<file path="config.mk">
export PLATFORM = sky130hd
export DESIGN_NAME = mux_arb_n_flat
export DESIGN_NICKNAME = d
export VERILOG_FILES = /design/src/rtl/mux_arb_pkg.sv /design/src/rtl/mux_arb_n_if.sv /design/src/rtl/mux_arb_n_arb.sv /design/src/rtl/mux_arb_n.sv /design/src/flat_wrapper.sv
export SDC_FILE = /design/constraint.sdc
export NUM_CORES = 1
export LEC_CHECK = 0
export CAP_MARGIN = 20
export CORE_ASPECT_RATIO = 1.5
export CORE_UTILIZATION = 37
export DETAILED_ROUTE_END_ITERATION = 10
export PLACE_DENSITY = 0.88
export SLEW_MARGIN = 20
export SYNTH_ARGS = -nofsm -noshare
export SYNTH_HDL_FRONTEND = slang
export SYNTH_SLANG_ARGS = --single-unit
</file>
<file path="constraint.sdc">
create_clock -name clk -period 2.67 [get_ports clk]
set_clock_uncertainty 0.15 [all_clocks]
set_input_delay 0.267 -clock clk [delete_from_list [all_inputs] [get_ports clk]]
set_output_delay 0.267 -clock clk [all_outputs]
set_load 0.05 [all_outputs]
</file>
<file path="src/rtl/mux_arb_pkg.sv">
// Shared constants and helpers for the N-channel output multiplexer/arbiter.
// Every file in this slice imports it.
package mux_arb_pkg;

  localparam int MODE_SEL = 0;
  localparam int MODE_RR  = 1;
  localparam int MODE_PRI = 2;

  // Returns ceil(log2(value)), clamped to at least 1 bit so that a
  // channel index always has a width.
  function automatic int clog2(input int value);
    int result;
    result = 0;
    for (int w = value - 1; w > 0; w = w >> 1) begin
      result++;
    end
    return (result < 1) ? 1 : result;
  endfunction

endpackage

</file>
<file path="src/rtl/mux_arb_n_if.sv">
// Channel-side and output-side handshake bundle for mux_arb_n.
// The design uses the slave modport and the driver uses the master modport.
interface mux_arb_n_if
  import mux_arb_pkg::*;
#(
  parameter int WIDTH = 32,
  parameter int N     = 4
);

  localparam int SW = clog2(N);

  logic [N*WIDTH-1:0] in_data;
  logic [N-1:0]       in_valid;
  logic [N-1:0]       in_ready;
  logic [SW-1:0]      sel;
  logic [WIDTH-1:0]   out_data;
  logic               out_valid;
  logic               out_ready;
  logic [SW-1:0]      out_ch;

  modport master (
    output in_data, in_valid, sel, out_ready,
    input  in_ready, out_data, out_valid, out_ch
  );

  modport slave (
    input  in_data, in_valid, sel, out_ready,
    output in_ready, out_data, out_valid, out_ch
  );

endinterface

</file>
<file path="src/rtl/mux_arb_n_arb.sv">
// Round-robin and fixed-priority grant logic for mux_arb_n.
// The result is purely combinational.
module arb_n
  import mux_arb_pkg::*;
#(
  parameter int N    = 4,
  parameter int MODE = MODE_RR
) (
  input  logic [N-1:0]          req,
  input  logic [clog2(N)-1:0]   ptr,
  output logic                  gnt_valid,
  output logic [clog2(N)-1:0]   gnt_idx
);

  localparam int SW = clog2(N);

  int start;
  int cand;

  // Fixed priority is a round-robin search anchored just below channel 0.
  // Scanning from the far end lets the nearest requester be written last.
  always_comb begin
    gnt_valid = 1'b0;
    gnt_idx   = '0;
    cand      = 0;
    start     = (MODE == MODE_RR) ? int'(ptr) : N - 1;
    for (int k = N; k >= 1; k--) begin
      cand = (start + k) % N;
      if (req[cand]) begin
        gnt_valid = 1'b1;
        gnt_idx   = SW'(cand);
      end
    end
  end

endmodule

</file>
<file path="src/rtl/mux_arb_n.sv">
// N-channel to one multiplexer with a single-entry registered output stage.
// The channel is chosen by an external select, round-robin, or fixed priority.
module mux_arb_n
  import mux_arb_pkg::*;
#(
  parameter int WIDTH = 32,
  parameter int N     = 4,
  parameter int MODE  = MODE_SEL
) (
  input  logic        clk,
  input  logic        rst_n,
  mux_arb_n_if.slave  bus
);

  localparam int SW = clog2(N);

  logic [WIDTH-1:0] outData_q, outData_d;
  logic [SW-1:0]    outCh_q, outCh_d;
  logic             outValid_q, outValid_d;
  logic [SW-1:0]    rrPtr_q, rrPtr_d;

  logic             arbValid;
  logic [SW-1:0]    arbIdx;
  logic             gntValid;
  logic [SW-1:0]    gntIdx;
  logic             loadEn;
  logic             xfer;

  arb_n #(
    .N    (N),
    .MODE (MODE)
  ) uArb (
    .req       (bus.in_valid),
    .ptr       (rrPtr_q),
    .gnt_valid (arbValid),
    .gnt_idx   (arbIdx)
  );

  // An out-of-range select yields no grant.
  // Reset forces the ready vector to zero.
  always_comb begin
    gntValid = arbValid;
    gntIdx   = arbIdx;
    if (MODE == MODE_SEL) begin
      gntValid = 1'b0;
      gntIdx   = bus.sel;
      if (int'(bus.sel) < N) begin
        gntValid = bus.in_valid[bus.sel];
      end
    end
    loadEn       = !outValid_q || bus.out_ready;
    xfer         = rst_n && loadEn && gntValid;
    bus.in_ready = xfer ? ({{(N-1){1'b0}}, 1'b1} << gntIdx) : '0;
  end

  always_comb begin
    outValid_d = outValid_q;
    outData_d  = outData_q;
    outCh_d    = outCh_q;
    rrPtr_d    = rrPtr_q;
    if (xfer) begin
      outValid_d = 1'b1;
      outData_d  = bus.in_data[gntIdx*WIDTH +: WIDTH];
      outCh_d    = gntIdx;
      if (MODE == MODE_RR) begin
        rrPtr_d = gntIdx;
      end
    end else if (bus.out_ready) begin
      outValid_d = 1'b0;
    end
  end

  // The pointer resets to N-1 so that channel 0 is first in round-robin.
  always_ff @(posedge clk or negedge rst_n) begin
    if (!rst_n) begin
      outValid_q <= 1'b0;
      outData_q  <= '0;
      outCh_q    <= '0;
      rrPtr_q    <= SW'(N - 1);
    end else begin
      outValid_q <= outValid_d;
      outData_q  <= outData_d;
      outCh_q    <= outCh_d;
      rrPtr_q    <= rrPtr_d;
    end
  end

  assign bus.out_data  = outData_q;
  assign bus.out_valid = outValid_q;
  assign bus.out_ch    = outCh_q;

endmodule

</file>
<file path="src/flat_wrapper.sv">
// flat-port wrapper written by rule: the top's interface ports become plain ports
module mux_arb_n_flat import mux_arb_pkg::*;
#(
  parameter int WIDTH = 32,
  parameter int N     = 4,
  parameter int MODE  = MODE_SEL
)
  (clk, rst_n, bus_in_data, bus_in_valid, bus_sel, bus_out_ready, bus_in_ready, bus_out_data, bus_out_valid, bus_out_ch);
  mux_arb_n_if #(.WIDTH(WIDTH), .N(N)) bus_i ();
  input  logic clk;
  input  logic rst_n;
  input wire logic [$bits(bus_i.in_data)-1:0] bus_in_data;
  input wire logic [$bits(bus_i.in_valid)-1:0] bus_in_valid;
  input wire logic [$bits(bus_i.sel)-1:0] bus_sel;
  input wire logic [$bits(bus_i.out_ready)-1:0] bus_out_ready;
  output wire logic [$bits(bus_i.in_ready)-1:0] bus_in_ready;
  output wire logic [$bits(bus_i.out_data)-1:0] bus_out_data;
  output wire logic [$bits(bus_i.out_valid)-1:0] bus_out_valid;
  output wire logic [$bits(bus_i.out_ch)-1:0] bus_out_ch;
  assign bus_i.in_data = bus_in_data;
  assign bus_i.in_valid = bus_in_valid;
  assign bus_i.sel = bus_sel;
  assign bus_i.out_ready = bus_out_ready;
  assign bus_in_ready = bus_i.in_ready;
  assign bus_out_data = bus_i.out_data;
  assign bus_out_valid = bus_i.out_valid;
  assign bus_out_ch = bus_i.out_ch;
  mux_arb_n #(.WIDTH(WIDTH), .N(N), .MODE(MODE)) u_core (.clk(clk), .rst_n(rst_n), .bus(bus_i));
endmodule
</file>
* Word level (Yosys, flattened, before mapping) *
Cells that the tools add are included.

cells by class
  add/subtract/negate cells = 0
  shifts and indexed selects = 2
  bitwise gates (word level) = 0
  div/mod/pow operators = 0
  $lt $le $gt $ge = 1
  multiplexer cells = 5
  reductions and logical operators = 5
  multiply operators = 0
  eq/ne operators = 0

operator list
  cell                   count
  $shiftx A128 B8 Y32    1
  $mux W4                1
  $shl A1 B2 Y4 const A  1
  $lt A2 B3 Y1 const B   1
  $mux W1                3
  $bmux W1 S2            1
  $logic_and A1 B1 Y1    2
  $reduce_bool A2 Y1     1
  $logic_not A1 Y1       1
  $logic_or A1 B1 Y1     1

word-level totals
  flip-flop bits (word level) = 35
  input bits = 137
  bits in writable memories = 0
  logic and storage cells = 16
  memory bits (read-only) = 0
  bits in latches = 0
  memories kept = 0
  output and inout port bits = 39

* Longest topological paths before layout *
  depth in word-level cells = 5
  depth in mapped cells = 5

* Least setup slack after synthesis *
Ideal clock, no wire load.

  path type = register -> output
  from = reg u_core.outValid_q (netlist: u_core.bus.out_valid)
  to = out bus_in_ready[0]
  arrival time = 2.583 ns
  path slack = -0.330 ns
  data required time = 2.253 ns
  path buffers = 0
  cell stages (with the launch flop) = 4
  cell sequence = dfrtp_1 > nand2b_1 > nand2_1 > nor4b_1

between the ends
  word-level cells in the longest chain between the ends = 5

RTL lines
  what                               line                text
  start, declared                    mux_arb_n.sv:19     logic outValid_q, outValid_d;
  start signal, assigned             mux_arb_n.sv:81     outValid_q <= outValid_d;
  $logic_not A1 Y1                   mux_arb_n.sv:51     loadEn = !outValid_q || bus.out_ready;
  $logic_or A1 B1 Y1                 mux_arb_n.sv:51
  $logic_and A1 B1 Y1 (2 in series)  mux_arb_n.sv:52     xfer = rst_n && loadEn && gntValid;
  $mux W4                            mux_arb_n.sv:53     bus.in_ready = xfer ? ({{(N-1){1'b0}}, 1'b1} << gntIdx) : '0;
  end, declared                      flat_wrapper.sv:16  output wire logic [$bits(bus_i.in_ready)-1:0] bus_in_ready;

Every way passes these cells.

* Worst setup path after layout *
  from = in rst_n
  to = out bus_in_ready[2]

between the ends
  word-level cells in the longest chain between the ends = 3

RTL lines
  what                               line                text
  start, declared                    flat_wrapper.sv:11  input logic rst_n;
  $logic_and A1 B1 Y1 (2 in series)  mux_arb_n.sv:52
  $mux W4                            mux_arb_n.sv:53

Every way passes these cells.

==> results.py <==
metrics = {
    "pwr": {
        "vdd_drop_max_mv": 0.328,
        "p_sw_w": 0.00102,
        "p_int_w": 0.00151,
        "p_comb_share_pct": 55.8,
        "swShare_pct": 40.3,
        "seqPwrFrac_pct": 30.0,
        "leakage_nw": 1.70,
        "p_per_area_nw_per_um2": 602,
        "power_frac_clock_pct": 14.2,
    },
    "global_route": {
        "globalRouteTotalUtil_pct": 21.9,
        "overflow": 0,
        "grt_max_degree": 34,
        "grt_first_pass_wirelength_um": 10500,
        "grt_pass1_vias": 2209,
        "antenna_found_initial": 0,
    },
    "placed_design": {
        "dpl.cell_count": 371,
        "place.gp.congestion": 0.778,
        "dpl.hpwl_um": 5700,
        "placed_area_um2": 4120,
        "io_buffers": 175,
    },
    "detailed_routing": {
        "first_iter_violations": 42,
        "post_drt_wl_per_cell_um": 18.2,
        "ant_nets": 0,
        "drt_first_pass_iters": 4,
        "drc_errors": 0,
        "num_vias": 1990,
        "via_per_inst": 5.24,
        "routed_wl_um": 6910,
    },
    "setup_path": {
        "ff2ff_setup_slack_ns": 1.10,
        "startpoint": "rst_n",
        "worstPathArrival_ns": 2.08,
        "crit_fanout": 24,
        "worstSetupPathType": "input pin to output pin",
        "r2r-start": "u_core.bus.out_valid$_DFFE_PN0P_",
        "reg2reg_depth": 4,
        "endpoint_kind": "output pin",
        "worstReg2RegEnd": "u_core.bus.out_data[24]$_DFFE_PN0P_",
        "cp.required_ns": 2.25,
        "startpoint_type": "input pin",
        "crit_end": "bus_in_ready[2]",
    },
    "floorplan": {
        "ios": 176,
        "fp.dieArea_um2": 6510,
        "rows": 34,
        "die_width_um": 66.2,
        "die_h_um": 98.3,
        "start_util_pct": 39.0,
        "core_area_um2": 5870,
    },
    "timing": {
        "hold_viol": 0,
        "maxSlewViolCount": 0,
        "finalCritPeriodShare_pct": 93.5,
        "setup_viol": 0,
        "worst_pin_slew_ns": 0.554,
        "final.setup.tns_ns": 0,
        "timing.slew.headroom_pct": 62.9,
        "rsz0062_at_grt": "no",
        "max_freq_ghz": 0.401,
        "period_minus_slack_ns": 2.50,
    },
    "clock_tree": {
        "clk_pin_slew_worst_paths_ns": 0.06,
        "root_buffer": "clkbuf_8",
        "numClockSinks": 35,
        "cts_buffer_depth": 2,
        "cts_setup_buffers": 0,
        "htreeDepth": 2,
        "clock_latency_ns": 0.28,
        "cts_made_buffers": 5,
        "tritoncts": "built",
    },
    "final_layout": {
        "num_antenna_cells": 0,
        "design_area_um2": 4210,
        "fin_cells": 380,
        "area_growth_pct": 84.0,
        "utilization_pct": 71.7,
        "nets": 444,
        "layout-drive-gt1-share_pct": 23.4,
    },
    "synth": {
        "yosysSeqAreaShare_pct": 38.3,
        "avgSynthCellArea_um2": 17.7,
        "synth_nets": 266,
        "yosysWarningCount": 0,
        "synth_cell_types": 20,
        "synth_area_um2": 2290,
        "synth_cells": 129,
        "ys_ff_latch": 35,
    },
    "hold_path": {
        "hold_path_depth": 1,
        "min_path_type": "register to register",
    },
    "outcome": {
        "status": "completed",
    },
    "run": {
        "maxCapViolations": 0,
    },
}
## Yosys cell counts
cell      instances  share of area, %
a22o_1            1              0.38
nand2b_1          1              0.27
nor2_1            1              0.16
dfrtp_1          35                38
clkbuf_8          1              0.60
nor3_1            1              0.22
mux2_2           13               6.4
mux4_1           10                11
nand3_1           2              0.44
nor4b_1           1              0.38
mux2_1            7               3.4
buf_2             4              0.87
mux4_2           23                23
nand2_1           5              0.82
clkbuf_1          2              0.33
mux2_4           15               9.8
nor3b_1           1              0.33
nand3_4           1              0.77
buf_6             4               2.0
a31o_1            1              0.38
## metrics by stage
stage	power, W	hold slack [ns]	setup slack (ns)
2_1_floorplan	0.00160	-0.179	0.123
3_3_place_gp	0.00215	0.120	0.469
3_5_place_dp	0.00219	0.121	0.428
4_1_cts	0.00256	0.355	0.146
5_1_grt	0.00264	0.371	0.0541
6_report	0.00253	0.348	0.174
## how the worst min path moves through the flow
stage                                        startpoint                                   to
floorplan                                         rst_n     u_core.bus.out_ch[0]$_DFFE_PN0P_
global placement                                  rst_n     u_core.bus.out_valid$_DFFE_PN0P_
detailed placement                                rst_n  u_core.bus.out_data[31]$_DFFE_PN0P_
CTS                 u_core.bus.out_data[14]$_DFFE_PN0P_  u_core.bus.out_data[14]$_DFFE_PN0P_
finish              u_core.bus.out_data[14]$_DFFE_PN0P_  u_core.bus.out_data[14]$_DFFE_PN0P_
global route         u_core.bus.out_data[6]$_DFFE_PN0P_   u_core.bus.out_data[6]$_DFFE_PN0P_
## cells in the final DEF, fill, tap and decap left out, types with 2 or more instances in the layout
| cell type | n |
|---|---|
| buf_4 | 6 |
| nand3_1 | 2 |
| buf_12 | 4 |
| clkdlybuf4s50_1 | 168 |
| mux4_2 | 23 |
| mux2_4 | 15 |
| clkbuf_1 | 2 |
| buf_2 | 3 |
| mux2_1 | 7 |
| nand2_1 | 5 |
| dfrtp_1 | 35 |
| mux4_1 | 10 |
| mux2_2 | 13 |
| clkbuf_8 | 5 |
## layout make-up
cell class / instances / area (µm²)
tap: 72 / 90.1
timing repair buffer: 182 / 1830
sequential: 35 / 876
fill: 435 / 1660
clock inverter: 1 / 5.00
clock buffer: 7 / 76.3
multi-input combinational: 83 / 1330
## metal layers
metal / vias to the layer above / global-route usage [%] / share of wire (%)
met5: - / 0 / 0
met4: 0 / 8.67 / 3.0
met3: 16 / 5.26 / 8.0
met2: 106 / 43.0 / 58
met1: 978 / 20.4 / 31
li1: 890 / - / -
## power by group through the flow
stage | Sequential [W] | Clock [W] | Combinational, W
floorplan | 0.00128 | 0 | 0.000320
global placement | 0.000757 | 0 | 0.00140
detailed placement | 0.000767 | 0 | 0.00142
CTS | 0.000759 | 0.000371 | 0.00143
global route | 0.000777 | 0.000390 | 0.00147
finish | 0.000759 | 0.000360 | 0.00141
## worst max-delay path: stages
cell,delay [ns]
dlygate4sd3_1,0.53
buf_2,0.45
nand3_1,0.19
nor3b_1,0.43
buf_12,0.20
## kinds of logic after synthesis
family	Yosys count	synth area share, %
mux	68	53.8
flops	35	38.3
simple gates	13	3.39
buf+inv	11	3.77
compound gates	2	0.766
## state kept, by name, indices dropped and copies added (netlist names)
name                  count
u_core.bus.out_data      32
u_core.bus.out_ch         2
u_core.bus.out_valid      1
## what timing repair did
action,4_1_cts,5_1_grt
hold endpoints to repair,17,0
hold buffers,1,0
gates resized for setup,0,0
Power figures use the tool's default switching activity.
